File: src/rtl/ram_port_arbiter_pkg.sv
`default_nettype none
// ============================================================================
//  Module   : ram_arb_pkg
//  Purpose  : Shared helpers and constants for the RAM port arbiter.
//  Revision : 1.0  initial release
// ============================================================================
package ram_arb_pkg;

    // Largest supported requester count.
    localparam int MAX_NREQ = 16;

    // Index width that stays legal for a count of 1 as well.
    function automatic int idx_width(input int n);
        return (n <= 1) ? 1 : $clog2(n);
    endfunction

    // Requester index wide enough to hold ptr + offset (up to 2*MAX_NREQ-2)
    // before the modulo wrap is applied.
    typedef logic [4:0] req_idx_t;

    // Command driven onto the RAM port when nobody is granted.
    localparam logic        IDLE_WR   = 1'b0;
    localparam int unsigned IDLE_ADDR = 0;
    localparam int unsigned IDLE_DIN  = 0;

endpackage
`default_nettype wire

File: src/rtl/ram_port_arbiter_if.sv
`default_nettype none
// ============================================================================
//  Module   : ram_port_arbiter_if
//  Purpose  : Requester-side command / response bundle of the RAM arbiter.
//  Revision : 1.0  initial release
// ============================================================================
interface ram_port_arbiter_if #(
    parameter int NREQ = 4,
    parameter int DW   = 8,
    parameter int AW   = 8
);
    logic [NREQ-1:0]          req_valid;
    logic [NREQ-1:0]          req_ready;
    logic [NREQ-1:0]          req_wr;
    logic [NREQ-1:0][AW-1:0]  req_addr;
    logic [NREQ-1:0][DW-1:0]  req_din;
    logic [NREQ-1:0]          rsp_valid;
    logic [DW-1:0]            rsp_data;

    // Client side: issues commands, sinks responses.
    modport master (
        output req_valid, req_wr, req_addr, req_din,
        input  req_ready, rsp_valid, rsp_data
    );

    // Arbiter side.
    modport slave (
        input  req_valid, req_wr, req_addr, req_din,
        output req_ready, rsp_valid, rsp_data
    );
endinterface
`default_nettype wire

File: src/rtl/ram_port_arbiter_rr_arbiter.sv
`default_nettype none
// ============================================================================
//  Module   : rr_arbiter
//  Purpose  : Round-robin one-hot grant with a rotating priority pointer.
//             Grant is purely combinational from i_req and the pointer.
//  Revision : 1.0  initial release
// ============================================================================
module rr_arbiter
    import ram_arb_pkg::*;
#(
    parameter int NREQ = 4,
    localparam int IW  = idx_width(NREQ)
) (
    input  wire logic            clk,
    input  wire logic            rst_n,
    input  wire logic [NREQ-1:0] i_req,
    input  wire logic            i_advance,
    output logic      [NREQ-1:0] o_gnt,
    output logic      [IW-1:0]   o_gnt_idx
);

    logic [IW-1:0]   r_ptr;
    logic [NREQ-1:0] w_gnt;
    logic [IW-1:0]   w_idx;
    logic            w_found;
    req_idx_t        w_pos;

    // Search ptr, ptr+1, ... (mod NREQ) and grant the first valid requester.
    always_comb begin
        w_gnt   = '0;
        w_idx   = '0;
        w_found = 1'b0;
        w_pos   = '0;
        for (int k = 0; k < NREQ; k++) begin
            w_pos = req_idx_t'(r_ptr) + req_idx_t'(k);
            if (w_pos >= req_idx_t'(NREQ)) begin
                w_pos = w_pos - req_idx_t'(NREQ);
            end
            for (int i = 0; i < NREQ; i++) begin
                if (!w_found && (w_pos == req_idx_t'(i)) && i_req[i]) begin
                    w_gnt[i] = 1'b1;
                    w_idx    = IW'(i);
                    w_found  = 1'b1;
                end
            end
        end
    end

    assign o_gnt     = w_gnt;
    assign o_gnt_idx = w_idx;

    // Pointer moves to the requester after the one just granted; holds otherwise.
    always_ff @(posedge clk) begin
        if (!rst_n) begin
            r_ptr <= '0;
        end else if (i_advance) begin
            if (w_idx == IW'(NREQ - 1)) begin
                r_ptr <= '0;
            end else begin
                r_ptr <= w_idx + IW'(1);
            end
        end
    end

endmodule
`default_nettype wire

File: src/rtl/ram_port_arbiter.sv
`default_nettype none
// ============================================================================
//  Module   : ram_port_arbiter
//  Purpose  : Shares one synchronous RAM port (1-cycle read, read-first)
//             among NREQ requesters. Round-robin grant, command mux and
//             1-cycle response routing.
//             Timing note: req_valid -> req_ready -> ram_* is combinational.
//  Revision : 1.0  initial release
// ============================================================================
module ram_port_arbiter
    import ram_arb_pkg::*;
#(
    parameter int NREQ  = 4,
    parameter int DW    = 8,
    parameter int WORDS = 256,
    localparam int AW   = idx_width(WORDS),
    localparam int IW   = idx_width(NREQ)
) (
    input  wire logic          clk,
    input  wire logic          rst_n,
    ram_port_arbiter_if.slave  bus,
    output logic     [AW-1:0]  ram_addr,
    output logic               ram_wr,
    output logic     [DW-1:0]  ram_din,
    input  wire logic [DW-1:0] ram_qout
);

    logic [NREQ-1:0] w_req;
    logic [NREQ-1:0] w_gnt;
    logic [IW-1:0]   w_idx;
    logic            w_any;
    logic [NREQ-1:0] r_rsp_sel;

    // Reset masks the requests so no grant (and no write) can leak out.
    assign w_req = bus.req_valid & {NREQ{rst_n}};
    assign w_any = |w_gnt;

    rr_arbiter #(
        .NREQ (NREQ)
    ) u_arb (
        .clk       (clk),
        .rst_n     (rst_n),
        .i_req     (w_req),
        .i_advance (w_any),
        .o_gnt     (w_gnt),
        .o_gnt_idx (w_idx)
    );

    assign bus.req_ready = w_gnt;

    // Route the granted requester's command to the RAM, idle command otherwise.
    always_comb begin
        ram_addr = AW'(IDLE_ADDR);
        ram_wr   = IDLE_WR;
        ram_din  = DW'(IDLE_DIN);
        if (w_any) begin
            ram_addr = bus.req_addr[w_idx];
            ram_wr   = bus.req_wr[w_idx];
            ram_din  = bus.req_din[w_idx];
        end
    end

    // Remember who was accepted so the RAM word is steered back next cycle.
    always_ff @(posedge clk) begin
        if (!rst_n) begin
            r_rsp_sel <= '0;
        end else begin
            r_rsp_sel <= w_gnt;
        end
    end

    // A response due in a reset cycle is dropped.
    assign bus.rsp_valid = r_rsp_sel & {NREQ{rst_n}};
    assign bus.rsp_data  = ram_qout;

endmodule
`default_nettype wire

File: src/flat_wrapper.sv
// flat-port wrapper written by rule: the top's interface ports become plain ports
module ram_port_arbiter_flat import ram_arb_pkg::*;
#(
    parameter int NREQ  = 4,
    parameter int DW    = 8,
    parameter int WORDS = 256,
    localparam int AW   = idx_width(WORDS),
    localparam int IW   = idx_width(NREQ)
)
  (clk, rst_n, ram_addr, ram_wr, ram_din, ram_qout, bus_req_valid, bus_req_wr, bus_req_addr, bus_req_din, bus_req_ready, bus_rsp_valid, bus_rsp_data);
  ram_port_arbiter_if #(.NREQ(NREQ), .DW(DW), .AW((8))) bus_i ();
  input  wire logic clk;
  input  wire logic rst_n;
  output logic     [AW-1:0] ram_addr;
  output logic ram_wr;
  output logic     [DW-1:0] ram_din;
  input  wire logic [DW-1:0] ram_qout;
  input wire logic [$bits(bus_i.req_valid)-1:0] bus_req_valid;
  input wire logic [$bits(bus_i.req_wr)-1:0] bus_req_wr;
  input wire logic [$bits(bus_i.req_addr)-1:0] bus_req_addr;
  input wire logic [$bits(bus_i.req_din)-1:0] bus_req_din;
  output wire logic [$bits(bus_i.req_ready)-1:0] bus_req_ready;
  output wire logic [$bits(bus_i.rsp_valid)-1:0] bus_rsp_valid;
  output wire logic [$bits(bus_i.rsp_data)-1:0] bus_rsp_data;
  assign bus_i.req_valid = bus_req_valid;
  assign bus_i.req_wr = bus_req_wr;
  assign bus_i.req_addr = bus_req_addr;
  assign bus_i.req_din = bus_req_din;
  assign bus_req_ready = bus_i.req_ready;
  assign bus_rsp_valid = bus_i.rsp_valid;
  assign bus_rsp_data = bus_i.rsp_data;
  ram_port_arbiter #(.NREQ(NREQ), .DW(DW), .WORDS(WORDS)) u_core (.clk(clk), .rst_n(rst_n), .bus(bus_i), .ram_addr(ram_addr), .ram_wr(ram_wr), .ram_din(ram_din), .ram_qout(ram_qout));
endmodule
File: config.mk
export PLATFORM = sky130hd
export DESIGN_NAME = ram_port_arbiter_flat
export DESIGN_NICKNAME = d
export VERILOG_FILES = /design/src/rtl/ram_port_arbiter_pkg.sv /design/src/rtl/ram_port_arbiter_if.sv /design/src/rtl/ram_port_arbiter_rr_arbiter.sv /design/src/rtl/ram_port_arbiter.sv /design/src/flat_wrapper.sv
export SDC_FILE = /design/constraint.sdc
export NUM_CORES = 1
export LEC_CHECK = 0
export CORE_AREA = 2 2 74 55
export CTS_BUF_LIST = sky130_fd_sc_hd__clkbuf_8
export DETAILED_ROUTE_END_ITERATION = 12
export DIE_AREA = 0 0 76 57
export PLACE_DENSITY_LB_ADDON = 0.3
export SYNTH_ARGS = -nofsm -noshare
export SYNTH_HDL_FRONTEND = slang
export SYNTH_SLANG_ARGS = --single-unit
File: constraint.sdc
create_clock -name clk -period 4.67 [get_ports clk]
set_input_delay 0.467 -clock clk [delete_from_list [all_inputs] [get_ports clk]]
set_output_delay 0.467 -clock clk [all_outputs]
set_load 0.02 [all_outputs]
Word-level counts from Yosys, hierarchy flattened --
Cells that the tools add are included.
Word-level totals: logic and storage cells 140, register bits 6, input bits 82, output and inout port bits 33
Cells by class: muxes and demuxes 59, eq/ne operators 13, order comparisons 5, bitwise gates (word level) 2, reduce and logical (&&, ||, !) cells 51, $add $sub $neg 8
Operators with widths (count):
- equality test 5 x 2 -> 1 bit, second input constant | 8
- 2-to-1 mux 1 bit | 33
- binary-select mux 8 bit (select 2 bit) | 2
- 2-to-1 mux 8 bit | 4
- logical AND 1 bit | 31
- 2-to-1 mux 2 bit | 15
- equality test 5 x 1 -> 1 bit, second input constant | 4
- zero test 5 bit | 4
- 2-to-1 mux 5 bit | 4
- zero test 1 bit | 15
- subtractor 3 x 3 -> 4 bit, second input constant | 3
- >= comparator 3 bit, second input constant | 3
- AND 4 bit | 2
- adder 2 x 2 -> 3 bit, second input constant | 2
- OR reduction 4 bit | 1
- subtractor 2 x 3 -> 4 bit, second input constant | 1
- adder 2 x 1 -> 3 bit, second input constant | 1
- >= comparator 2 x 3 -> 1 bit, second input constant | 1
- less-than comparator 2 x 3 -> 1 bit, second input constant | 1
- adder 2 x 1 -> 2 bit, second input constant | 1
- binary-select mux 1 bit (select 2 bit) | 1
- equality test 2 bit, second input constant | 1

Longest topological paths before layout --
depth after elaboration 68, depth in mapped cells 9, depth with buffers taken out 6

By module --
A second synthesis with hierarchy kept.
Second synthesis, totals: cell total of the unflattened synthesis 105, area total of the unflattened synthesis 1069.8 µm²
Modules (own cells, without submodules):
- ram_port_arbiter | times used 1, cells an instance 66, sequential area each 80.1 µm², area an instance 799.5 µm²
- rr_arbiter | times used 1, cells an instance 39, sequential area each 40.0 µm², area an instance 270.3 µm²

Worst setup path before layout --
Ideal clock, no wire load.
kind input-to-output, from in rst_n, to out ram_addr[2], slack 1.902 ns, required time 4.203 ns, arrival time 2.301 ns, stages on the path 7, cell sequence buf_2 -> nor2b_1 -> a32o_1 -> or3_4 -> nand2_1 -> a221oi_1 -> a211oi_1
RTL lines:
- from (decl) | line flat_wrapper.sv:13 | input wire logic rst_n;
- AND 4 bit (*) | line ram_port_arbiter.sv:35 | assign w_req = bus.req_valid & {NREQ{rst_n}};
- logical AND 1 bit | line ram_port_arbiter_rr_arbiter.sv:40 | if (!w_found && (w_pos == req_idx_t'(i)) && i_req[i]) begin
- 2-to-1 mux 1 bit | line ram_port_arbiter_rr_arbiter.sv:40
- zero test 1 bit | line ram_port_arbiter_rr_arbiter.sv:40
- logical AND 1 bit (2 in series) | line ram_port_arbiter_rr_arbiter.sv:40
- 2-to-1 mux 1 bit | line ram_port_arbiter_rr_arbiter.sv:40
- zero test 1 bit | line ram_port_arbiter_rr_arbiter.sv:40
- logical AND 1 bit (2 in series) | line ram_port_arbiter_rr_arbiter.sv:40
- (+34 left out)
- logical AND 1 bit (2 in series) | line ram_port_arbiter_rr_arbiter.sv:40
- 2-to-1 mux 1 bit | line ram_port_arbiter_rr_arbiter.sv:40
- zero test 1 bit | line ram_port_arbiter_rr_arbiter.sv:40
- logical AND 1 bit (2 in series) | line ram_port_arbiter_rr_arbiter.sv:40
- 2-to-1 mux 1 bit (*) | line ram_port_arbiter_rr_arbiter.sv:40
- net bus_req_ready[0] | line flat_wrapper.sv:22 | output wire logic [$bits(bus_i.req_ready)-1:0] bus_req_ready;
- OR reduction 4 bit (*) | line ram_port_arbiter.sv:36 | assign w_any = |w_gnt;
- 2-to-1 mux 8 bit (*) | line ram_port_arbiter.sv:56 | if (w_any) begin
- to (decl) | line flat_wrapper.sv:14 | output logic [AW-1:0] ram_addr;
The timed path passes the listed nets; every way through them passes the cells marked *. The select of a mux whose other input is x is not followed.

Worst setup path in the final report --
from in bus_req_valid[0], to out ram_addr[2]
On the way: cells in the longest elaborated chain, start to end 66
Ends and longest elaborated chain:
- from (decl) | line flat_wrapper.sv:18 | input wire logic [$bits(bus_i.req_valid)-1:0] bus_req_valid;
- AND 4 bit (*) | line ram_port_arbiter.sv:35
- logical AND 1 bit | line ram_port_arbiter_rr_arbiter.sv:40
- 2-to-1 mux 1 bit | line ram_port_arbiter_rr_arbiter.sv:40
- zero test 1 bit | line ram_port_arbiter_rr_arbiter.sv:40
- logical AND 1 bit (2 in series) | line ram_port_arbiter_rr_arbiter.sv:40
- 2-to-1 mux 1 bit | line ram_port_arbiter_rr_arbiter.sv:40
- zero test 1 bit | line ram_port_arbiter_rr_arbiter.sv:40
- logical AND 1 bit (2 in series) | line ram_port_arbiter_rr_arbiter.sv:40
- (+46 left out)
- logical AND 1 bit (2 in series) | line ram_port_arbiter_rr_arbiter.sv:40
- 2-to-1 mux 1 bit | line ram_port_arbiter_rr_arbiter.sv:40
- zero test 1 bit | line ram_port_arbiter_rr_arbiter.sv:40
- logical AND 1 bit (2 in series) | line ram_port_arbiter_rr_arbiter.sv:40
- 2-to-1 mux 2 bit | line ram_port_arbiter_rr_arbiter.sv:40
- binary-select mux 8 bit (select 2 bit) | line ram_port_arbiter.sv:57 | ram_addr = bus.req_addr[w_idx];
- 2-to-1 mux 8 bit (not written as such) | line ram_port_arbiter.sv:57
- 2-to-1 mux 8 bit (*) | line ram_port_arbiter.sv:56
Every way passes the cells marked *; elsewhere a longest branch is shown, timed or not. The select of a mux whose other input is x is not followed.

==> run metrics <==
max_cap viols=0; Synth Area in Compound Gates=31.6%; Site Rows=19; largest family of logic cells by synthesized area=compound AO/OA/AOI/OAI gates; first-pass GRT wire length=6.33 mm; measured slew at the worst slew-check pin=510 ps; # diodes=0; num ports=115; Pwr per Cell Area=233 mW/mm^2; Via density=5.15; slack of the worst reg-to-reg path=2170 ps; CTS Hold Bufs=0; Die Y=57 um; Port Buf Inserts=98; Yosys cell types=37; routed via count=1,464; VDD IR max=0.000103 V; Final min period=3760 ps; DP Worst Slack=923 ps; Lkg Pwr=0.852 nW; CTS Buffer Depth=2; Max Fclk=0.266 GHz; Synth Net Count=229; Setup Fix Bufs, Post-CTS=0; Worst Hold Path Cells=1; Final Hold Vio Count=0; final slew viol count=0; DR WL/cell=13.9 um; DP Area=0.00208 mm^2; CP endpoint kind=primary output; Post-Route Setup TNS=0 ps; core area=0.00368 mm^2; Crit path required time=4200 ps; Startpoint Class=input pin; XOR/XNOR share of the synthesized area=0%; Worst-Skew Late Latency=210 ps; fin nets=316; first drt pass iteration count=4; sequential area share after synthesis=10.5%; syn_area_per_cell=7.78 um^2; YS warnings=0; total grt overflow=0; Post-CTS Resized=0; slew margin rel.=65.9%; TritonCTS Buffers=3; clk sinks=6; final WL=3.94 mm; number of global-route vias before repair=1,347; Total GRT Usage=17.4%; Synth Area in Simple Gates=27.7%; largest net degree at the start of global routing=33; drt drc=0; post-synthesis cell count=147; ANT nets after route=0; root buf cell=clkbuf_8; synth-to-layout area growth=85.3%; CP Max Fanout=20; worst reg2reg path endpoint=u_core.u_arb.r_ptr[1]; depth of the worst register-to-register path=7; setup violators final=0; fraction of the mapped netlist area in adder cells=0%; final worst setup slack=912 ps; Finished Core Util=57.5%; final instance area=0.00212 mm^2; Hold Path Class=flop to flop; status=complete, no violations; multiplexer share of the synthesized area=16.2%; Setup Skew=0.0863 ps; crit path kind=input pin to primary output; WP data arrival=3290 ps; unrepaired setup endpoints after global routing=false; H-tree levels=1; drt initial violations=81; Die Width=76 um; hold_sp=u_core.u_arb.r_ptr[1]; initial core utilization=31.0%; Worst-path clk slew=30 ps; final RePlAce weighted congestion=0.926; synthesized cell area=0.00114 mm^2; CTS tree=built; initial antenna violation count=0; crit share post-route=80.5%; hpwl dp=3.14 mm; DIE AREA=0.00433 mm^2; WHS Endpoint=u_core.r_rsp_sel[1]; Yosys reg bits=6; Crit Reg-Reg Startpoint=u_core.u_arb.r_ptr[1]; share of cells above drive strength 1=9.91%
-- flip-flops by register name, indices dropped and copies added, names as in the netlist --
register,flops
u_core.u_arb.r_ptr,2
u_core.r_rsp_sel,4
-- worst max-delay path: stages --
cell and delay [ps]:
clkdlybuf4s50_1 580, inv_1 60, o311a_1 350, a31oi_1 360, a21o_1 150, buf_4 280, a21oi_1 110, a211oi_1 270
clkdlybuf4s50_1 650
-- cell usage in the layout (no fill, tap or decap), types with 3 or more instances in the layout --
| cell type | n |
|---|---|
| inv_1 | 3 |
| o211ai_2 | 10 |
| nand3_1 | 34 |
| a21o_1 | 3 |
| and2_1 | 4 |
| buf_4 | 5 |
| o211ai_1 | 8 |
| mux2i_1 | 17 |
| a21oi_1 | 6 |
| nor3_1 | 3 |
| nand2b_1 | 3 |
| nand2_1 | 6 |
| dfxtp_1 | 6 |
| clkdlybuf4s50_1 | 98 |
| clkbuf_8 | 3 |
-- kinds of logic (layout without fill, tap and decap cells) --
logic type | Yosys count | in the layout
flip-flops | 6 | 6
AND/OR/NAND/NOR | 58 | 58
AO/OA/AOI/OAI | 41 | 41
buffers and inverters | 24 | 109
multiplexers | 18 | 18
-- metrics by stage --
stage | cells | power (mW) | hold slack, ps
final | 284 | 0.493 | 745
after global routing | 284 | 0.523 | 805
after CTS | 284 | 0.498 | 741
after detailed placement | 281 | 0.421 | 726
after global placement | 281 | 0.420 | 736
after floorplan | 147 | 0.277 | 652
-- how the worst max path moves through the flow --
stage / from / endpoint / slack (ps) / depth (start not counted)
2_1_floorplan: rst_n / ram_addr[2] / 1900 / 7
3_3_place_gp: bus_req_valid[0] / ram_addr[2] / 940 / 9
3_5_place_dp: bus_req_valid[2] / ram_din[6] / 920 / 8
4_1_cts: bus_req_valid[2] / ram_din[6] / 920 / 8
5_1_grt: bus_req_valid[0] / ram_addr[2] / 740 / 9
6_report: bus_req_valid[0] / ram_addr[2] / 910 / 9
-- synth_stat cells (all sizes together) --
cell,count,area [um^2]
a211oi,1,7.51
a21boi,2,15.0
a21o,3,22.5
a21oi,7,38.8
a221oi,1,8.76
a31oi,1,6.26
a32o,1,10.0
and2,4,25.0
buf,17,134
clkbuf,4,15.0
dfxtp,6,120
inv,3,11.3
mux2,1,15.0
mux2i,17,170
nand2,6,22.5
nand2b,3,18.8
nand3,35,188
nand3b,1,7.51
nand4,1,6.26
nor2,1,3.75
nor2b,2,12.5
nor3,3,15.0
o2111ai,2,23.8
o211ai,18,185
o22ai,1,6.26
o2bb2ai,1,8.76
o311a,2,20.0
o31a,1,8.76
or2,1,6.26
or3,1,11.3
-- per-layer routing --
| metal | global-route usage (%) | part of all wire (%) |
|---|---|---|
| met5 | 0 | 0 |
| met1 | 23.6 | 42 |
| met4 | 5.97 | 1.8 |
| met3 | 2.06 | 6.9 |
| met2 | 29.3 | 49 |
-- where the power goes --
| group | internal, mW | total [mW] | switching, mW |
|---|---|---|---|
| registers | 0.0570 | 0.0654 | 0.00833 |
| clock network | 0.0550 | 0.0736 | 0.0186 |
| logic | 0.184 | 0.354 | 0.170 |
-- area by class of cell --
type | count | area, um^2
fillers | 317 | 1570
multi-input cells | 117 | 863
clock buffers | 3 | 41.3
repair buffers | 103 | 1020
well taps | 52 | 65.1
inverters | 3 | 11.3
flip-flops and latches | 6 | 120
No activity file was read; power rests on OpenSTA's default activity.
